## src/rtl/fuzz_pkg.sv

```systemverilog
// fuzz_pkg: shared arbiter state type, default parameters
// and the cyclic index increment helper.
package fuzz_pkg;

  typedef enum logic [1:0] {
    IDLE,
    ISSUE,
    WAIT,
    DONE
  } arb_state_t;

  localparam int DEF_NUM_REQ        = 4;
  localparam int DEF_ADDR_WIDTH     = 32;
  localparam int DEF_DATA_WIDTH     = 32;
  localparam int DEF_TIMEOUT_CYCLES = 255;

  function automatic int wrap_inc(input int i,
                                  input int n);
    return (i + 1 >= n) ? 0 : i + 1;
  endfunction

endpackage

```

## src/rtl/fuzz_rr_picker.sv

```systemverilog
// fuzz_rr_picker: combinational round-robin pick. Ports:
// req_valid, rr_ptr in; idx (first set bit at/after rr_ptr), found out.
module fuzz_rr_picker
  import fuzz_pkg::*;
#(
  parameter int NUM_REQ = DEF_NUM_REQ,
  parameter int IW      = (NUM_REQ > 1) ?
                          $clog2(NUM_REQ) : 1
) (
  input  logic [NUM_REQ-1:0] req_valid,
  input  logic [IW-1:0]      rr_ptr,
  output logic [IW-1:0]      idx,
  output logic               found
);

  int          c;
  logic [IW-1:0] ci;

  // Walk offsets high to low so the smallest
  // offset from rr_ptr is the one left standing.
  always_comb begin
    idx   = '0;
    found = 1'b0;
    c     = 0;
    ci    = '0;
    for (int i = NUM_REQ - 1; i >= 0; i--) begin
      c = int'(rr_ptr) + i;
      if (c >= NUM_REQ) c = c - NUM_REQ;
      ci = IW'(c);
      if (req_valid[ci]) begin
        idx   = ci;
        found = 1'b1;
      end
    end
  end

endmodule

```

## src/rtl/fuzz_master_arbiter.sv

```systemverilog
// fuzz_master_arbiter: round-robin arbiter of req_* onto one ext_master_*
// bus; busy flags non-IDLE. FUZZ_ARB_TIMEOUT_EN adds a WAIT timeout (req_err).
module fuzz_master_arbiter
  import fuzz_pkg::*;
#(
  parameter int NUM_REQ        = DEF_NUM_REQ,
  parameter int ADDR_WIDTH     = DEF_ADDR_WIDTH,
  parameter int DATA_WIDTH     = DEF_DATA_WIDTH,
  parameter int TIMEOUT_CYCLES = DEF_TIMEOUT_CYCLES
) (
  input  logic                  clk,
  input  logic                  rst_n,
  input  logic [NUM_REQ-1:0]    req_valid,
  input  logic [NUM_REQ-1:0]    req_we,
  input  logic [NUM_REQ*ADDR_WIDTH-1:0] req_addr,
  input  logic [NUM_REQ*DATA_WIDTH-1:0] req_wdata,
  output logic [NUM_REQ-1:0]    req_grant,
  output logic [NUM_REQ-1:0]    req_done,
  output logic [NUM_REQ-1:0]    req_err,
  output logic [DATA_WIDTH-1:0] req_rdata,
  output logic                  ext_master_req,
  output logic                  ext_master_we,
  output logic [ADDR_WIDTH-1:0] ext_master_addr_read,
  output logic [ADDR_WIDTH-1:0] ext_master_addr_write,
  output logic [DATA_WIDTH-1:0] ext_master_wdata,
  input  logic [DATA_WIDTH-1:0] ext_master_rdata,
  input  logic                  ext_master_read_done,
  input  logic                  ext_master_write_done,
  output logic                  busy
);

  localparam int IW = (NUM_REQ > 1) ?
                      $clog2(NUM_REQ) : 1;

  if (NUM_REQ < 1 || TIMEOUT_CYCLES < 1)
  begin : g_bad_cfg
    $error("NUM_REQ and TIMEOUT_CYCLES must be >= 1");
  end

  arb_state_t state, state_nx;

  logic [IW-1:0]         rr_ptr;
  logic [IW-1:0]         owner;
  logic [IW-1:0]         pick_idx;
  logic                  pick_found;
  logic                  cap_we;
  logic [ADDR_WIDTH-1:0] cap_addr;
  logic [DATA_WIDTH-1:0] cap_wdata;
  logic [DATA_WIDTH-1:0] rdata_q;
  logic                  cmpl;
  logic                  timeout;
  logic                  active;
  logic [NUM_REQ-1:0]    owner_oh;

  logic [ADDR_WIDTH-1:0] addr_arr  [NUM_REQ];
  logic [DATA_WIDTH-1:0] wdata_arr [NUM_REQ];

`ifdef FUZZ_ARB_TIMEOUT_EN
  localparam int CW = $clog2(TIMEOUT_CYCLES + 1);
  logic [CW-1:0] to_cnt;
  logic          to_flag;
`endif

  always_comb begin
    for (int i = 0; i < NUM_REQ; i++) begin
      addr_arr[i]  =
        req_addr[i*ADDR_WIDTH +: ADDR_WIDTH];
      wdata_arr[i] =
        req_wdata[i*DATA_WIDTH +: DATA_WIDTH];
    end
  end

  fuzz_rr_picker #(
    .NUM_REQ (NUM_REQ),
    .IW      (IW)
  ) u_pick (
    .req_valid (req_valid),
    .rr_ptr    (rr_ptr),
    .idx       (pick_idx),
    .found     (pick_found)
  );

  // Only the done matching the captured
  // direction completes the transfer.
  always_comb begin
    state_nx = state;
    cmpl     = cap_we ? ext_master_write_done
                      : ext_master_read_done;
    timeout  = 1'b0;
`ifdef FUZZ_ARB_TIMEOUT_EN
    timeout  = (state == WAIT) && !cmpl &&
               (to_cnt == CW'(TIMEOUT_CYCLES - 1));
`endif
    unique case (state)
      IDLE:  if (pick_found) state_nx = ISSUE;
      ISSUE: state_nx = WAIT;
      WAIT:  if (cmpl || timeout) state_nx = DONE;
      DONE:  state_nx = IDLE;
      default: state_nx = IDLE;
    endcase
  end

  always_ff @(posedge clk or negedge rst_n) begin
    if (!rst_n) begin
      state     <= IDLE;
      rr_ptr    <= '0;
      owner     <= '0;
      cap_we    <= 1'b0;
      cap_addr  <= '0;
      cap_wdata <= '0;
      rdata_q   <= '0;
    end else begin
      state <= state_nx;
      if (state == IDLE && pick_found) begin
        owner     <= pick_idx;
        cap_we    <= req_we[pick_idx];
        cap_addr  <= addr_arr[pick_idx];
        cap_wdata <= wdata_arr[pick_idx];
      end
      if (state == WAIT && !cap_we &&
          ext_master_read_done)
        rdata_q <= ext_master_rdata;
      if (state == DONE)
        rr_ptr <= IW'(wrap_inc(int'(owner),
                               NUM_REQ));
    end
  end

`ifdef FUZZ_ARB_TIMEOUT_EN
  // to_flag holds the exit reason of the
  // last WAIT so DONE knows which pulse to give.
  always_ff @(posedge clk or negedge rst_n) begin
    if (!rst_n) begin
      to_cnt  <= '0;
      to_flag <= 1'b0;
    end else if (state == WAIT) begin
      to_cnt  <= to_cnt + 1'b1;
      to_flag <= timeout;
    end else begin
      to_cnt  <= '0;
    end
  end
`endif

  assign active   = (state == ISSUE) ||
                    (state == WAIT);
  assign owner_oh = NUM_REQ'(1) << owner;
  assign busy     = (state != IDLE);

  assign ext_master_req        = active;
  assign ext_master_we         = active & cap_we;
  assign ext_master_addr_read  = active ? cap_addr : '0;
  assign ext_master_addr_write = active ? cap_addr : '0;
  assign ext_master_wdata      = active ? cap_wdata : '0;

  assign req_grant = busy ? owner_oh : '0;
  assign req_rdata = rdata_q;

`ifdef FUZZ_ARB_TIMEOUT_EN
  assign req_done = (state == DONE && !to_flag) ?
                    owner_oh : '0;
  assign req_err  = (state == DONE && to_flag) ?
                    owner_oh : '0;
`else
  assign req_done = (state == DONE) ? owner_oh : '0;
  assign req_err  = '0;
`endif

endmodule

```

## config.mk

```make
export PLATFORM = sky130hd
export DESIGN_NAME = fuzz_master_arbiter
export DESIGN_NICKNAME = d
export VERILOG_FILES = /design/src/rtl/fuzz_pkg.sv /design/src/rtl/fuzz_rr_picker.sv /design/src/rtl/fuzz_master_arbiter.sv
export SDC_FILE = /design/constraint.sdc
export NUM_CORES = 1
export LEC_CHECK = 0
export ABC_CLOCK_PERIOD_IN_PS = 4050
export CORE_AREA = 2 2 172 174
export DETAILED_ROUTE_END_ITERATION = 16
export DIE_AREA = 0 0 174 176
export HOLD_SLACK_MARGIN = 0.06
export MAX_ROUTING_LAYER = met4
export PLACE_DENSITY_LB_ADDON = 0.3
export SLEW_MARGIN = 20
export SYNTH_ARGS = -nofsm -noshare
export SYNTH_HDL_FRONTEND = slang
export SYNTH_SLANG_ARGS = --single-unit
```

## constraint.sdc

```tcl
create_clock -name clk -period 4.05 [get_ports clk]
set_clock_uncertainty 0.2 [all_clocks]
set_input_delay 0.405 -clock clk [delete_from_list [all_inputs] [get_ports clk]]
set_output_delay 0.405 -clock clk [all_outputs]
set_load 0.01 [all_outputs]
```

======== Word level (Yosys, flattened, before mapping) ========
Cells that the tools add are included.
storage, ports and cells
  flip-flop bits (word level) ............. 103
  bits of input ports ..................... 300
  output and inout bits ................... 143
  word-level logic and storage cells ...... 79
cells by class
  add/subtract/negate cells ............... 8
  order comparisons ....................... 11
  equal/unequal tests ..................... 5
  shifts and indexed selects .............. 1
  multiplexer cells ....................... 37
  bitwise operators ....................... 2
  reduce and logical (&&, ||, !) cells .... 8
operators with widths
  kind                                                         number
  two-way mux 32 bit                                           6
  binary-select mux 32 bit (select 2 bit)                      2
  two-way mux 2 bit                                            11
  >= comparator 3 bit (second input constant)                  5
  less-than comparator 2 x 3 -> 1 bit (second input constant)  5
  binary-select mux 1 bit (select 2 bit)                       5
  two-way mux 1 bit                                            10
  two-way mux 4 bit                                            2
  one-hot mux 2 bit (4 select lines)                           1
  subtractor 2 x 1 -> 2 bit (second input constant)            4
  adder 2 x 1 -> 3 bit (second input constant)                 2
  adder 2 x 2 -> 3 bit (second input constant)                 2
  equality test 2 bit (second input constant)                  2
  inequality test 2 bit (second input constant)                2
  << shifter 1 x 2 -> 4 bit (first input constant)             1
  >= comparator 2 x 3 -> 1 bit (second input constant)         1
  logical AND 1 bit                                            3
  inverter 2 -> 3 bit                                          1
  equality test 2 x 1 -> 1 bit (second input constant)         1
  logical NOT 2 bit                                            1
  AND reduction 2 bit                                          1
  nonzero test 2 bit                                           1
  bitwise AND 1 bit                                            1
  logical NOT 1 bit                                            1
  logical OR 1 bit                                             1

======== Depth between registers and ports, before layout ========
Gate-level depths: netlist of run 1.
  word-level depth ........................ 13
  depth in mapped cells ................... 8

======== Cells and area by module ========
A second synthesis of run 1 with hierarchy kept.
unflattened totals
  cell total of the unflattened synthesis .. 592
  area, all modules ....................... 6672.6 µm²
modules (own cells, without submodules)
  module               times used  cells each  area each (µm²)
  fuzz_master_arbiter  1           579         6595.1
  fuzz_rr_picker       1           13          77.6

======== Worst setup path before layout of run 1 ========
Ideal clock, no wire load.
  path kind ............................... register -> output
  start ................................... register state[0]
  end ..................................... output ext_master_addr_write[26]
  arrival time ............................ 1552 ps
  required time ........................... 3445 ps
  path slack .............................. 1893 ps
  stages on the path, launching flop included .. 7
  buffers on the path ..................... 3
  cell sequence ........................... dfrtp_1 -> inv_1 -> ha_1 -> buf_1 -> clkbuf_1 -> and2_1 -> buf_4
on the way
  word-level cells in the longest chain between the ends .. 3
  elaborated cells between the ends (all ways) .. 4
ends and longest elaborated chain
  element                                                                     RTL line                                                text
  from (decl)                                                                 fuzz_master_arbiter.sv:40                               arb_state_t state, state_nx;
  from (signal assigned)                                                      fuzz_master_arbiter.sv:113                              state <= state_nx;
  equality test 2 x 1 -> 1 bit / equality test 2 bit (equally long branches)  fuzz_master_arbiter.sv:145, fuzz_master_arbiter.sv:146
  logical OR 1 bit (*)                                                        fuzz_master_arbiter.sv:145                              assign active = (state == ISSUE) ||
  named net ext_master_req                                                    fuzz_master_arbiter.sv:21                               output logic ext_master_req,
  two-way mux 32 bit (*)                                                      n/a
  to (decl)                                                                   fuzz_master_arbiter.sv:24                               output logic [ADDR_WIDTH-1:0] ext_master_addr_write,
The timed path passes the listed nets; every way through them passes the cells marked *.

======== Final worst setup path of run 1 ========
  start ................................... register state[1]
  end ..................................... output ext_master_addr_write[5]
on the way
  word-level cells in the longest chain between the ends .. 3
  elaborated cells between the ends (all ways) .. 4
ends and longest elaborated chain
  element                                                                     RTL line                                                text
  equality test 2 x 1 -> 1 bit / equality test 2 bit (equally long branches)  fuzz_master_arbiter.sv:145, fuzz_master_arbiter.sv:146
  logical OR 1 bit (*)                                                        fuzz_master_arbiter.sv:145
  two-way mux 32 bit (*)                                                      fuzz_master_arbiter.sv:153                              assign ext_master_addr_write = active ? cap_addr : '0;
Every way passes the cells marked *; elsewhere a longest branch is shown, timed or not.

==> impl_metrics.ini, run 1 <==
[floorplan]
die_w_um = 174
start_util = 0.228
die-area_mm2 = 0.0306
coreArea_mm2 = 0.0285
num_io_pins = 443
rows = 62
die_h_um = 176

[timing]
max_freq_mhz = 309
fin_tns_setup_ns = 0
slew_headroom = 0.469
worst_pin_slew_ns = 0.796
finalSetupViolCount = 0
whs_ns = 0.278
grt_setup_unrepaired = no
final.period_utilization = 0.798
fin_crit_ns = 3.23
maxSlewViolCount = 0
hold_viol_final = 0

[place]
port_buffers = 438
dp_hpwl_um = 19000
placed_cells = 1345
gp_congestion = 0.831

[route]
wl_um = 24800
drtIter0Drc = 197
wl_per_cell_um = 18.2
routed-via-count = 6029
first_pass_iters = 5
ant_nets = 0
avgViaCountPerCell = 4.43
route.detailed.drc = 0

[grt]
first_global_vias = 6405
antenna_found_initial = 0
overflow = 0
grt_max_degree = 70
grt_usage = 0.162
grt_pass1_wl_um = 37500

[cells_and_area]
final_util = 0.390
diodes = 0
stdcell_count = 1362
fin_nets = 1280
layout-drive-gt1-share = 0.0675
fill_cells = 2834
area_growth_pct = 71.0

[yosys]
synthXorXnorAreaFrac = 0
avgSynthCellArea_um2 = 11.0
synthTopCellsByArea = dfrtp_1, mux2i_1, o221ai_1
yosys.area_share.simple = 0.116
ys_types = 33
syn_area_mm2 = 0.00651
ys_warn_count = 0
muxShareOfSynthArea = 0.259
syn_inst = 592
synth-main-ff-cell = dfrtp_1
yosysSeqAreaShare = 0.396
ys_ff_latch = 103
yosysTopAreaCellShare = 0.396
synth_edf_count = 0
synth_top_area_cell = dfrtp_1
synth-adder-area-share = 0.0135
synth_top_family_by_area = multiplexers
synth_async_sr_flop_share = 1.00
synth_compound_area_frac = 0.103

[clock_tree]
clock_tree.root_cell = clkbuf_16
htreeDepth = 3
clk_latency_ns = 0.36
ctsLongestPathBuffers = 2
clock-sinks = 103
cts_tree = done
numCtsBuffers = 9
cts-resized-gates = 0
clk_pin_slew_ns = 0.08

[worst_setup_path]
start_kind = flip-flop
cp.arrival_ns = 2.63
critPathBufInv = 3
crit_type = reg -> out
critPathMaxFanout = 36
cp_slowest_stage_delay_ns = 0.72
crit_required_ns = 3.44
ff2ff_setup_slack_ns = 1.86
crit_path_end_kind = output pin
crit_chain = inv_1 -> ha_2 -> buf_12 -> and2_1 -> clkdlybuf4s50_1
crit_slowest_cell = ha_2
crit_family = buffers and inverters

[power_and_ir_drop]
power.leakage_uw = 0.00487
vdd_drop_max_v = 0.000433
p_per_area_mw_per_mm2 = 700
power_uw = 7790

[flow_run]
cap_viol_max_count = 0

[worst_hold_path]
hold_path.class = reg -> reg

[status]
status = finished, final reports clean
## final timing paths
path                       depth (start not counted)                         to                      start
min in group asynchronous                          2  req_rdata[20]$_DFFE_PN0P_                      rst_n
min                                                2  cap_wdata[31]$_DFFE_PN0P_  cap_wdata[31]$_DFFE_PN0P_
max reg2reg                                        5    cap_addr[5]$_DFFE_PN0P_      rr_ptr[0]$_DFFE_PN0P_
max in group asynchronous                          3   cap_wdata[8]$_DFFE_PN0P_                      rst_n
max                                                5   ext_master_addr_write[5]       state[1]$_DFFE_PN0P_
min reg2reg                                        2  cap_wdata[31]$_DFFE_PN0P_  cap_wdata[31]$_DFFE_PN0P_
## cell usage after synthesis, types with 2 or more instances
master	n
nand2b_1	2
mux2_2	33
o221ai_1	65
nand2_1	70
and2_1	69
buf_2	14
a21oi_1	2
bufbuf_8	4
dfrtp_1	103
buf_12	10
o21ai_0	2
buf_4	37
clkbuf_1	14
mux2i_1	131
ha_1	7
nor2b_1	4
buf_1	2
inv_1	8
## what timing repair did
action / 4_1_cts / 5_1_grt
hold endpoints to repair: 46 / 0
hold buffers: 1 / 0
buffers inserted: 0 / 0
## cell families after synthesis
group                    count (synthesis)
multiplexers                           164
AND/OR/NAND/NOR                        149
flip-flops                             103
buffers and inverters                   91
AO/OA/AOI/OAI                           77
adder cells (fa/ha/maj)                  7
other                                    1
## flip-flops by register name, indices dropped and copies added (netlist names)
register,flops
cap_we,1
cap_wdata,32
req_rdata,32
rr_ptr,2
state,2
owner,2
cap_addr,32
## worst register-to-register path, delay by kind of cell (launching register included)
family                 cells  cell delay [ns]
buffers and inverters      1             0.39
DFF                        1             0.40
muxes                      1             0.44
AOI/OAI and AO/OA          3             0.62
## power breakdown
part | switching [µW] | internal (µW) | leakage, µW | total (µW)
clock | 456 | 437 | 0.000142 | 893
sequential | 268 | 1550 | 0.00126 | 1820
combinational | 2330 | 2750 | 0.00348 | 5080
total | 3060 | 4740 | 0.00487 | 7790
## cell usage in the layout (no fill, tap or decap), types with 2 or more instances in the layout
master           netlist  layout
and2_1                69      69
conb_1                 1       4
o21ai_0                2       2
a21oi_1                2       2
mux2i_1              131     131
o221ai_1              65      65
inv_6                  0       4
nor2b_1                4       4
nand2b_2               0       2
buf_12                10       5
inv_1                  8       8
dfrtp_1              103     103
mux2_2                33      33
clkbuf_16              0       9
buf_4                 37       6
inv_8                  0       2
clkdlybuf4s50_1        0     437
nand2_1               70      70
ha_1                   7       6
## through the flow
step                worst slack, ns  area (µm²)
CTS                           0.739       11100
global route                  0.657       11100
finish                        0.818       11100
detailed placement             1.11       10800
floorplan                      1.89        6520
global placement               1.16       10800
## area by class of cell
class / count / area [µm²] / share of cell area
clock inverters: 6 / 57.6 / 0.00517
well taps: 384 / 480 / 0.0432
inverters: 9 / 33.8 / 0.00304
clock buffers: 10 / 229 / 0.0206
multi-input cells: 401 / 3220 / 0.289
repair buffers: 449 / 4530 / 0.407
flip-flops and latches: 103 / 2580 / 0.232
## layer usage
metal	wire length, µm	vias to the layer above	GRT usage
li1	-	2852	-
met1	9980	2897	0.186
met2	12800	261	0.283
met3	1650	19	0.0424
met4	360	0	0.0417
met5	0	-	-
Power figures use the tool's default switching activity.
==> inputs of run 2 (changes only) <==
ABC_CLOCK_PERIOD_IN_PS = 3000   (was 4050)
CORE_AREA = 2 2 174 176   (was 2 2 172 174)
DIE_AREA = 0 0 176 178   (was 0 0 174 176)
clock period = 3 ns   (was 4.05 ns; I/O delays follow)
==> impl_metrics.ini, run 2 (synthesized netlist as in run 1, its figures left out) <==
[status]
status = finished, final reports clean

[route]
route.detailed.drc = 0
wl_met3_um = 1880
drtIter0Drc = 205
wl_met1_um = 10100
wl_um = 25000
first_pass_iters = 5
routed-via-count = 6091
dr.max_layer_used = met4
ant_nets = 0
avgViaCountPerCell = 4.42
wl_met2_um = 12900
wl_per_cell_um = 18.2

[grt]
grt_usage = 0.159
first_global_vias = 6529
antenna_found_initial = 0
grt_pass1_wl_um = 37100
grt_max_degree = 45
overflow = 0

[worst_setup_path]
crit_path_end_kind = output pin
crit_type = reg -> out
r2r-end = cap_addr[13]$_DFFE_PN0P_
reg2reg_from = rr_ptr[0]$_DFFE_PN0P_
cp.arrival_ns = 2.25
crit_required_ns = 2.50
start_kind = flip-flop
worstRegToRegCells = 6
critPathMaxFanout = 39
ff2ff_setup_slack_ns = 0.91

[power_and_ir_drop]
power.internal_uw = 6550
p_per_area_mw_per_mm2 = 946
vdd_drop_max_v = 0.000436
pwr-share-seq = 0.231
p_comb_frac = 0.651
p_clk_frac = 0.118
p_switching_uw = 4110
power.leakage_uw = 0.00494
switching_share = 0.386

[cells_and_area]
fill_cells = 2927
layout-drive-gt1-share = 0.0779
area_growth_pct = 73.2
multiInputGateArea_mm2 = 0.00322
regArea_mm2 = 0.00258
stdcell_count = 1379
fin_area_mm2 = 0.0113
diodes = 0
fin_nets = 1291
final_common_cell = clkdlybuf4s50_1
final_util = 0.383
final_cell_mix = clkdlybuf4s50_1, mux2i_1, dfrtp_1

[flow_run]
cap_viol_max_count = 0

[timing]
finalSetupViolCount = 0
fin_tns_setup_ns = 0
hold_viol_final = 0
fin_crit_ns = 2.75
whs_ns = 0.222
final.period_utilization = 0.918
max_freq_mhz = 363
grt_setup_unrepaired = no
maxSlewViolCount = 0

[place]
placed_cells = 1362
dp_hpwl_um = 19200
gp_congestion = 0.778
dpl_cell_area_mm2 = 0.0110
port_buffers = 438

[floorplan]
die_w_um = 176
die_h_um = 178
rows = 63
num_io_pins = 443
start_util = 0.221
die-area_mm2 = 0.0313
coreArea_mm2 = 0.0294

[clock_tree]
clock-sinks = 103
htreeDepth = 3
cts_tree = done
numCtsBuffers = 9
clock_tree.root_cell = clkbuf_16
ctsLongestPathBuffers = 2
clk_pin_slew_ns = 0.08
post_cts_buffers = 0
clk_latency_ns = 0.35

[worst_hold_path]
hold_path.class = in -> async
[run 2: cell count changes in the layout (fill, tap and decap cells not counted), sizes merged]
| cell | previous run | this run |
|---|---|---|
| inv | 15 | 11 |
| clkinvlp | 0 | 2 |
| bufinv | 0 | 1 |
| clkinv | 0 | 1 |
| buf | 11 | 22 |
[run 2: critical path, cell delays in order, from the launching register on]
cell             delay [ns]
dfrtp_1                0.39
inv_1                  0.07
ha_2                   0.34
buf_6                  0.26
and2_1                 0.25
clkdlybuf4s50_1        0.56
[run 2: layout make-up]
type                            instances  share of cell area
Inverter                                9             0.00300
Clock buffer                           10              0.0203
Tap cell                              390              0.0433
Multi-Input combinational cell        401               0.286
Timing Repair Buffer                  460               0.413
Sequential cell                       103               0.229
Clock inverter                          6             0.00600
[run 2: routing by layer]
| layer | track usage | vias up |
|---|---|---|
| li1 | - | 2878 |
| met4 | 0.0279 | 0 |
| met5 | - | - |
| met3 | 0.0422 | 12 |
| met1 | 0.184 | 2919 |
| met2 | 0.281 | 282 |
[run 2: worst max-delay path by stage]
stage,startpoint,to
finish,state[1]$_DFFE_PN0P_,ext_master_addr_read[4]
global route,state[1]$_DFFE_PN0P_,ext_master_wdata[31]
CTS,state[1]$_DFFE_PN0P_,ext_master_wdata[2]
detailed placement,req_valid[0],cap_addr[11]$_DFFE_PN0P_
global placement,req_valid[0],cap_addr[11]$_DFFE_PN0P_
floorplan,state[0]$_DFFE_PN0P_,ext_master_addr_write[26]
[run 2: repair_timing]
item / CTS / global route
hold endpoints to repair: 27 / 0
endpoints found under the setup margin: 0 / 1
hold buffers: 1 / 0
gates resized for setup: 0 / 1
[run 2: power by group through the flow]
stage | Combinational [µW] | Sequential [µW] | Clock, µW
2_1_floorplan | 4020 | 2490 | 0
3_3_place_gp | 7000 | 2470 | 0
3_5_place_dp | 7030 | 2490 | 0
4_1_cts | 7060 | 2480 | 1330
5_1_grt | 7510 | 2560 | 1360
6_report | 6940 | 2470 | 1250
[run 2: metrics by stage]
stage          total power [µW]  setup WS, ns
6_report                  10700         0.245
4_1_cts                   10900        0.0949
2_1_floorplan              6510         0.948
5_1_grt                   11400        0.0774
3_5_place_dp               9520         0.313
3_3_place_gp               9470         0.385
==> inputs of run 3 (changes only) <==
PLACE_DENSITY_LB_ADDON = 0.2   (was 0.3)
==> impl_metrics.ini, run 3 (synthesized netlist as in run 1, its figures left out) <==
[cells_and_area]
area_growth_pct = 73.2
diodes = 0
fin_nets = 1289
layout-drive-gt1-share = 0.0770
final_common_cell = clkdlybuf4s50_1
final_util = 0.383
final_cell_mix = clkdlybuf4s50_1, mux2i_1, dfrtp_1

[clock_tree]
cts_tree = done
post_cts_buffers = 0
clock_tree.root_cell = clkbuf_16
clk_pin_slew_ns = 0.09
htreeDepth = 3
ctsLongestPathBuffers = 2
cts_hold_buf = 1
cts-resized-gates = 0
clk_latency_ns = 0.35
numCtsBuffers = 9
clock-sinks = 103

[timing]
max_freq_mhz = 357
grt_setup_unrepaired = no
maxSlewViolCount = 0
fin_crit_ns = 2.80
finalSetupViolCount = 0
fin_tns_setup_ns = 0
final.period_utilization = 0.933
hold_viol_final = 0

[worst_setup_path]
crit_type = reg -> out
cp_slowest_stage_delay_ns = 0.56
crit_chain = inv_1 -> ha_2 -> buf_4 -> and2_1 -> clkdlybuf4s50_1
crit_path_end_kind = output pin
cp.arrival_ns = 2.30
reg2reg_from = rr_ptr[0]$_DFFE_PN0P_
crit_slowest_cell = clkdlybuf4s50_1
startpoint = state[1]$_DFFE_PN0P_
crit_required_ns = 2.50
critPathMaxFanout = 32
r2r-end = cap_addr[13]$_DFFE_PN0P_
start_kind = flip-flop
worstSetupEndpoint = ext_master_addr_read[11]
worstRegToRegCells = 6
ff2ff_setup_slack_ns = 0.82

[floorplan]
rows = 63
die_w_um = 176
coreArea_mm2 = 0.0294
die-area_mm2 = 0.0313
start_util = 0.221
num_io_pins = 443
die_h_um = 178

[route]
route.detailed.drc = 0
routed-via-count = 6059
drtIter0Drc = 154
avgViaCountPerCell = 4.40
wl_per_cell_um = 18.3
first_pass_iters = 4
wl_um = 25200
ant_nets = 0

[grt]
overflow = 0
grt_usage = 0.160
first_global_vias = 6534
antenna_found_initial = 0
grt_pass1_wl_um = 37400
grt_max_degree = 74

[power_and_ir_drop]
vdd_drop_max_v = 0.000571
power.leakage_uw = 0.00494
p_per_area_mw_per_mm2 = 947
power_uw = 10700

[status]
status = finished, final reports clean

[place]
gp_congestion = 0.761
dp_hpwl_um = 18900
port_buffers = 438

[worst_hold_path]
hold_path.class = in -> async

[flow_run]
cap_viol_max_count = 0
run 3: cell types whose count changed in the layout (fill, tap and decap cells not counted), sizes merged:
| cell | previous run | this run |
|---|---|---|
| clkinvlp | 2 | 1 |
| clkbuf | 10 | 9 |
| bufinv | 1 | 0 |
| clkinv | 1 | 2 |
| inv | 11 | 13 |
| buf | 22 | 20 |
run 3: power breakdown:
part | internal [µW] | total, µW | leakage (µW) | switching [µW]
clock network | 596 | 1250 | 0.000144 | 656
registers | 2090 | 2450 | 0.00126 | 352
logic | 3810 | 6970 | 0.00354 | 3160
total | 6500 | 10700 | 0.00494 | 4170
run 3: how the worst min path moves through the flow:
stage | depth (start not counted) | start | to
4_1_cts | 2 | rst_n | cap_addr[3]$_DFFE_PN0P_
2_1_floorplan | 0 | rst_n | cap_addr[0]$_DFFE_PN0P_
5_1_grt | 2 | rst_n | cap_addr[3]$_DFFE_PN0P_
3_3_place_gp | 1 | rst_n | cap_addr[3]$_DFFE_PN0P_
3_5_place_dp | 1 | rst_n | cap_addr[3]$_DFFE_PN0P_
6_report | 2 | rst_n | cap_addr[3]$_DFFE_PN0P_
run 3: cell type report:
class	count	area, µm²
fill	2905	18100
inverter	9	33.8
sequential	103	2580
timing repair buffer	458	4650
multi-input combinational	401	3220
tap	390	488
clock buffer	9	225
clock inverter	7	77.6
run 3: worst max-delay path: cells and delay by family (launching register included):
family / cells / cell delay, ns
flops: 1 / 0.39
buf+inv: 3 / 0.94
simple gates: 1 / 0.26
fa+ha+maj: 1 / 0.33
run 3: through the flow:
stage               std cells  setup slack, ns  area [µm²]  hold WS (ns)
finish                   1377            0.201       11300         0.228
global route             1377           0.0734       11300         0.262
CTS                      1377            0.126       11300         0.246
detailed placement       1360            0.159       11000        0.0981
global placement         1360            0.228       11000        0.0922
floorplan                 595            0.948        6520        -0.196
run 3: layer usage:
metal  global-route usage  part of all wire  up-vias
li1                     -                 -     2879
met1                0.182              0.40     2877
met2                0.279              0.51      287
met3               0.0531             0.088       16
met4               0.0279            0.0093        0
met5                    -                 0        -
